<file path="src/rtl/cla_sub_pipe.sv">
// Pipelined subtractor: a + ~b + 1 resolved one 4-bit carry-lookahead slice per rank,
// with a valid/ready handshake and a global stall that freezes every rank together.
module cla_sub_pipe #(
  parameter int WIDTH = 16
) (
  input  logic             clock,
  input  logic             reset,
  input  logic             in_valid,
  output logic             in_ready,
  input  logic [WIDTH-1:0] in_a,
  input  logic [WIDTH-1:0] in_b,
  output logic             out_valid,
  input  logic             out_ready,
  output logic [WIDTH-1:0] out_diff,
  output logic             out_borrow,
  output logic             out_overflow
);

  localparam int STAGES = WIDTH / 4;

  logic             w_stall;
  logic             r_v0;
  logic [WIDTH-1:0] r_a0;
  logic [WIDTH-1:0] r_bn0;

  function automatic logic [4:0] cla4(input logic [3:0] a, input logic [3:0] b, input logic ci);
    logic [3:0] g;
    logic [3:0] p;
    logic [4:0] c;
    g    = a & b;
    p    = a ^ b;
    c[0] = ci;
    c[1] = g[0] | (p[0] & ci);
    c[2] = g[1] | (p[1] & g[0]) | (p[1] & p[0] & ci);
    c[3] = g[2] | (p[2] & g[1]) | (p[2] & p[1] & g[0]) | (p[2] & p[1] & p[0] & ci);
    c[4] = g[3] | (p[3] & g[2]) | (p[3] & p[2] & g[1]) | (p[3] & p[2] & p[1] & g[0])
         | (p[3] & p[2] & p[1] & p[0] & ci);
    return {c[4], p ^ c[3:0]};
  endfunction

  assign w_stall  = out_valid & ~out_ready;
  assign in_ready = ~w_stall;

  always_ff @(posedge clock) begin
    if (!reset) begin
      r_v0 <= 1'b0;
    end else if (!w_stall) begin
      r_v0 <= in_valid;
    end
  end

  always_ff @(posedge clock) begin
    if (!w_stall) begin
      r_a0  <= in_a;
      r_bn0 <= ~in_b;
    end
  end

  // Rank k keeps only operand bits still needed: the unresolved slices, or just the
  // MSBs at the final rank where they feed the overflow flag.
  for (genvar k = 1; k <= STAGES; k++) begin : g_rank
    localparam int LB = (k < STAGES) ? 4 * k : WIDTH - 1;
    localparam int PL = 4 * (k - 1);

    logic               r_v;
    logic               r_c;
    logic [4*k-1:0]     r_d;
    logic [WIDTH-1:LB]  r_a;
    logic [WIDTH-1:LB]  r_bn;
    logic [WIDTH-1:PL]  w_pa;
    logic [WIDTH-1:PL]  w_pbn;
    logic               w_pv;
    logic               w_ci;
    logic [4:0]         w_s;
    logic [4*k-1:0]     w_dn;

    if (k == 1) begin : g_first
      assign w_pa  = r_a0;
      assign w_pbn = r_bn0;
      assign w_pv  = r_v0;
      assign w_ci  = 1'b1;
      assign w_dn  = w_s[3:0];
    end else begin : g_next
      assign w_pa  = g_rank[k-1].r_a;
      assign w_pbn = g_rank[k-1].r_bn;
      assign w_pv  = g_rank[k-1].r_v;
      assign w_ci  = g_rank[k-1].r_c;
      assign w_dn  = {w_s[3:0], g_rank[k-1].r_d};
    end

    assign w_s = cla4(w_pa[PL+3:PL], w_pbn[PL+3:PL], w_ci);

    always_ff @(posedge clock) begin
      if (!reset) begin
        r_v <= 1'b0;
      end else if (!w_stall) begin
        r_v <= w_pv;
      end
    end

    always_ff @(posedge clock) begin
      if (!w_stall) begin
        r_a  <= w_pa[WIDTH-1:LB];
        r_bn <= w_pbn[WIDTH-1:LB];
        r_c  <= w_s[4];
        r_d  <= w_dn;
      end
    end
  end

  logic             w_a_msb;
  logic             w_b_msb;
  logic [WIDTH-1:0] w_diff;

  assign w_a_msb = g_rank[STAGES].r_a[WIDTH-1];
  assign w_b_msb = ~g_rank[STAGES].r_bn[WIDTH-1];
  assign w_diff  = g_rank[STAGES].r_d;

  // Result outputs are forced to zero whenever the final rank holds a bubble.
  assign out_valid    = g_rank[STAGES].r_v;
  assign out_diff     = out_valid ? w_diff : '0;
  assign out_borrow   = out_valid & ~g_rank[STAGES].r_c;
  assign out_overflow = out_valid & (w_a_msb ^ w_b_msb) & (w_diff[WIDTH-1] ^ w_a_msb);

endmodule

</file>
<file path="config.mk">
export PLATFORM = sky130hd
export DESIGN_NAME = cla_sub_pipe
export DESIGN_NICKNAME = d
export VERILOG_FILES = /design/src/rtl/cla_sub_pipe.sv
export SDC_FILE = /design/constraint.sdc
export NUM_CORES = 1
export LEC_CHECK = 0
export BUFFER_PORTS_ARGS = -buffer_cell sky130_fd_sc_hd__buf_2
export CAP_MARGIN = 20
export CORE_MARGIN = 2
export CORE_UTILIZATION = 50
export DETAILED_ROUTE_END_ITERATION = 8
export PLACE_DENSITY = 0.76
export RECOVER_POWER = 100
export SYNTH_ARGS = -nofsm -noshare
export SYNTH_HDL_FRONTEND = slang
export SYNTH_SLANG_ARGS = --single-unit
</file>
<file path="constraint.sdc">
create_clock -name clock -period 1.6 [get_ports clock]
set_clock_uncertainty 0.05 [all_clocks]
set_input_delay 0 -clock clock [delete_from_list [all_inputs] [get_ports clock]]
set_output_delay 0 -clock clock [all_outputs]
set_load 0.03 [all_outputs]
</file>
==> Flow_metrics.wiki <==
{| class="wikitable"
! Metric !! Value
|-
| Outcome || complete, but fails checks
|-
| Violated checks || setup timing
|-
| Antenna-violating nets left || 0
|-
| Async set-or-reset flop fraction in the synthesized netlist || 0%
|-
| Number of flops mapped to enable cells by yosys || 126
|-
| Number of DRC markers in iteration 0 || 100
|-
| Int Power || 0.006634 W
|-
| Most instantiated cells after synthesis || sky130_fd_sc_hd__edfxtp_1 (126), sky130_fd_sc_hd__inv_1 (20), sky130_fd_sc_hd__ha_1 (17)
|-
| Mean Syn Cell Area || 19.94 um2
|-
| Area added between synthesis and finish || 30.02%
|-
| Startpoint type of the worst setup path || flip-flop
|-
| Max Cap Viol || 0
|-
| Area leader, netlist || sky130_fd_sc_hd__edfxtp_1
|-
| Number of antenna violations at the first check in global routing || 0
|-
| Post-DP HPWL || 3522 um
|-
| Remaining DRCs || 0
|-
| Worst min path class || in2reg
|-
| Leakage || 2.560 nW
|-
| Relative slew margins || 56.33%
|-
| Unrepaired setup endpoints after global routing || yes
|-
| Skew-Pair Late Insertion Delay || 500 ps
|-
| Final-layout worst hold slack || 135.3 ps
|-
| XOR/XNOR Fraction of Synth Area || 2.233%
|-
| Final worst setup slack || -19.95 ps
|-
| Core footprint || 9196 um2
|-
| CTS H-tree lvls || 4
|-
| Yosys Warn Count || 0
|-
| Area fraction in compound gates after synthesis || 3.217%
|-
| Most common cell in the synthesized netlist || sky130_fd_sc_hd__edfxtp_1
|-
| PD cells || 1338 nW/um2
|-
| Main area contributors after synthesis || sky130_fd_sc_hd__edfxtp_1 (80%), sky130_fd_sc_hd__ha_1 (4.5%), sky130_fd_sc_hd__and2_1 (2.1%)
|-
| Die extent in x || 101.0 um
|-
| Largest family of logic cells by synthesized area || adder cells
|-
| Sequential share of power || 52.9%
|-
| Remaining Overflow, GRT || 0
|-
| Critical path peak fanout || 2
|-
| Total wire length after detailed routing || 6348 um
|-
| Register bit total from synthesis || 131
|-
| Largest stage delay, worst path || 400 ps
|-
| Synth Cell Area || 4706 um2
|-
| Placed insts || 409
|-
| Number of buffers added by the clock tree synthesis step || 17
|-
| Total Die Area || 10200 um2
|-
| Summed negative setup slack over all endpoints || -19.95 ps
|-
| Number of placement rows || 35
|-
| Hold Fails Final Rpt || 0
|-
| Share of total power in the clock network || 41.9%
|-
| First-pass GRT wire length || 10320 um
|-
| Vertical extent of the die || 101.0 um
|-
| Post-layout minimum cycle time || 1620 ps
|-
| Reported net switching power || 0.001552 W
|-
| Post-synthesis mux area share || 0.8508%
|-
| Required time of the worst setup path || 1550 ps
|-
| Largest net degree at the start of global routing || 88
|-
| Number of distinct library cells after synthesis || 23
|-
| Share of synthesized cell area in full adder, half adder and majority cells || 5.796%
|-
| Master of the slowest instance on the critical path || sky130_fd_sc_hd__or3b_1
|-
| CTS Sinks || 131
|-
| Maximum root-to-sink buffer count || 2
|-
| Highest achievable clock rate || 0.6173 GHz
|-
| Ordered cell list for the critical path || or3b_1 -> a21boi_2 -> buf_6
|-
| Register area share after synthesis || 82.53%
|-
| Critical path endpoint category || output port
|-
| WP data arrival || 1570 ps
|-
| Switching power share of the total || 18.96%
|-
| First drt pass iteration count || 4
|-
| Count of pins over their slew limit || 0
|-
| Root cell of the clock tree || sky130_fd_sc_hd__clkbuf_8
|-
| Vias after detailed routing || 2237
|-
| Simple-gate area share of the yosys netlist || 3.430%
|-
| Net count of the finished layout || 408
|-
| Synth top area share || 80.40%
|-
| Peak supply drop || 819.7 uV
|-
| Routability-driven placement congestion ratio || 0.6863
|-
| Port buffer count || 55
|-
| Number of top-level design ports || 56
|-
| Vias in the first global route || 2262
|-
| Number of diodes added for antenna fixing || 0
|-
| Number of standard cells in the layout, taps in and fillers out || 474
|-
| Clk pin slew, worst setup/hold paths || 50 ps
|-
| Primary flip-flop cell chosen by synthesis mapping || sky130_fd_sc_hd__edfxtp_1
|-
| Portion of the clock cycle consumed by the worst path in the final layout || 101.2%
|-
| Gate count after technology mapping || 236
|-
| Overall routing resource usage || 14.06%
|-
| Initial Util || 51.17%
|-
| Net count after synthesis || 292
|-
| Routed via count divided by cell count || 4.719
|-
| Transition time of the tightest slew-check pin || 655.1 ps
|-
| WL per Instance || 13.39 um
|-
| Fraction of the core area covered by cells at the end of the flow || 66.53%
|-
| Total power || 0.008186 W
|-
| Share of final-layout standard cells stronger than drive strength 1 || 25.34%
|-
| TritonCTS clock tree || built
|-
| Critical path start-end classification || reg2out
|-
| Number of endpoints failing setup at the final stage || 1
|-
| Gate power share || 5.1%
|}
-- power by group through the flow --
stage / Combinational, W / Clock, W / Sequential (W)
5_1_grt: 0.000466 / 0.00367 / 0.00437
6_report: 0.000421 / 0.00343 / 0.00433
3_5_place_dp: 0.000341 / 0 / 0.00440
2_1_floorplan: 0.000223 / 0 / 0.00435
3_3_place_gp: 0.000318 / 0 / 0.00437
4_1_cts: 0.000420 / 0.00350 / 0.00433
-- registers in the layout (all words and copies together) (netlist names), 3 cells and up --
name	cells
g_rank.r_v	3
g_rank.r_c	4
g_rank.w_pbn	16
g_rank.r_a	25
g_rank.r_bn	25
g_rank.r_d	40
g_rank.w_pa	16
-- through the flow --
stage	instance area, um2	setup WS [ps]
6_report	6118	-19.95
5_1_grt	6118	-110.2
4_1_cts	6103	-70.61
3_5_place_dp	5204	1.177
3_3_place_gp	5204	44.43
2_1_floorplan	4715	25.63
-- worst paths after layout --
| path | startpoint | endpoint | slack [ps] | cells past startpoint |
|---|---|---|---|---|
| worst max-delay path | g_rank[4].r_bn | out_overflow | -20 | 3 |
| worst min register to register | g_rank[1].w_pa[10] | g_rank[1].r_a[10] | 360 | 0 |
| worst min-delay path | out_ready | g_rank[4].r_d[14] | 140 | 3 |
| worst max register to register | g_rank[2].r_a[8] | g_rank[3].r_c | 40 | 4 |
-- timing repair --
action                                  in CTS  in global routing
resized for setup                            3                  7
setup buffers                                1                  0
gates cloned                                 0                  0
hold buffers                                34                  0
hold endpoints to repair                    37                  0
endpoints found under the setup margin       6                  8
pin swaps                                    6                  2
-- kinds of logic (layout without fill, tap and decap cells) --
kind of cell / Yosys count / count (layout)
compound gates: 21 / 21
xor+xnor: 12 / 12
fa+ha+maj: 20 / 20
buf+inv: 22 / 149
flops: 131 / 131
mux: 4 / 4
simple gates: 26 / 26
-- routing by layer --
layer	vias to the layer above	part of all wire [%]	track usage [%]	routed length, um
li1	1108	-	-	-
met1	1059	40	15.73	2508
met2	58	54	23.03	3434
met3	12	4.0	5.340	256
met4	0	2.3	8.212	149
met5	-	0	0	0
-- final cells by class --
class	count	area, um2
Tap cell	111	138.9
Fill cell	594	3078
Multi-Input combinational cell	83	774.5
Timing Repair Buffer	99	709.4
Clock inverter	11	115.1
Sequential cell	131	3884
Inverter	20	75.07
Clock buffer	19	421.7
-- worst max-delay path, delay by kind of cell (launching register included) --
kind | cells | cell delay [ps]
flops | 1 | 370
buf+inv | 1 | 150
simple gates | 1 | 400
compound gates | 1 | 150
-- layout by cell type (no fill, tap or decap), types with 2 or more instances in the layout --
cell	Yosys	routed
sky130_fd_sc_hd__ha_1	17	13
sky130_fd_sc_hd__and2_1	16	16
sky130_fd_sc_hd__clkbuf_8	0	2
sky130_fd_sc_hd__a21oi_1	4	4
sky130_fd_sc_hd__clkbuf_16	0	16
sky130_fd_sc_hd__nor2b_1	5	5
sky130_fd_sc_hd__xor2_1	7	7
sky130_fd_sc_hd__clkinv_4	0	3
sky130_fd_sc_hd__clkbuf_4	0	3
sky130_fd_sc_hd__clkinv_1	0	3
sky130_fd_sc_hd__mux2i_1	4	4
sky130_fd_sc_hd__buf_2	1	37
sky130_fd_sc_hd__clkinv_2	0	2
sky130_fd_sc_hd__dlygate4sd3_1	0	34
sky130_fd_sc_hd__inv_1	20	20
sky130_fd_sc_hd__clkbuf_1	0	5
sky130_fd_sc_hd__buf_4	0	4
sky130_fd_sc_hd__a21o_1	10	10
sky130_fd_sc_hd__edfxtp_1	126	126
sky130_fd_sc_hd__clkbuf_2	0	15
sky130_fd_sc_hd__a31o_1	3	3
sky130_fd_sc_hd__dfxtp_1	5	5
sky130_fd_sc_hd__bufinv_16	0	2
sky130_fd_sc_hd__xnor2_1	5	5
sky130_fd_sc_hd__ha_4	0	3
sky130_fd_sc_hd__fa_1	3	3
(Power assumes the default switching activity.)
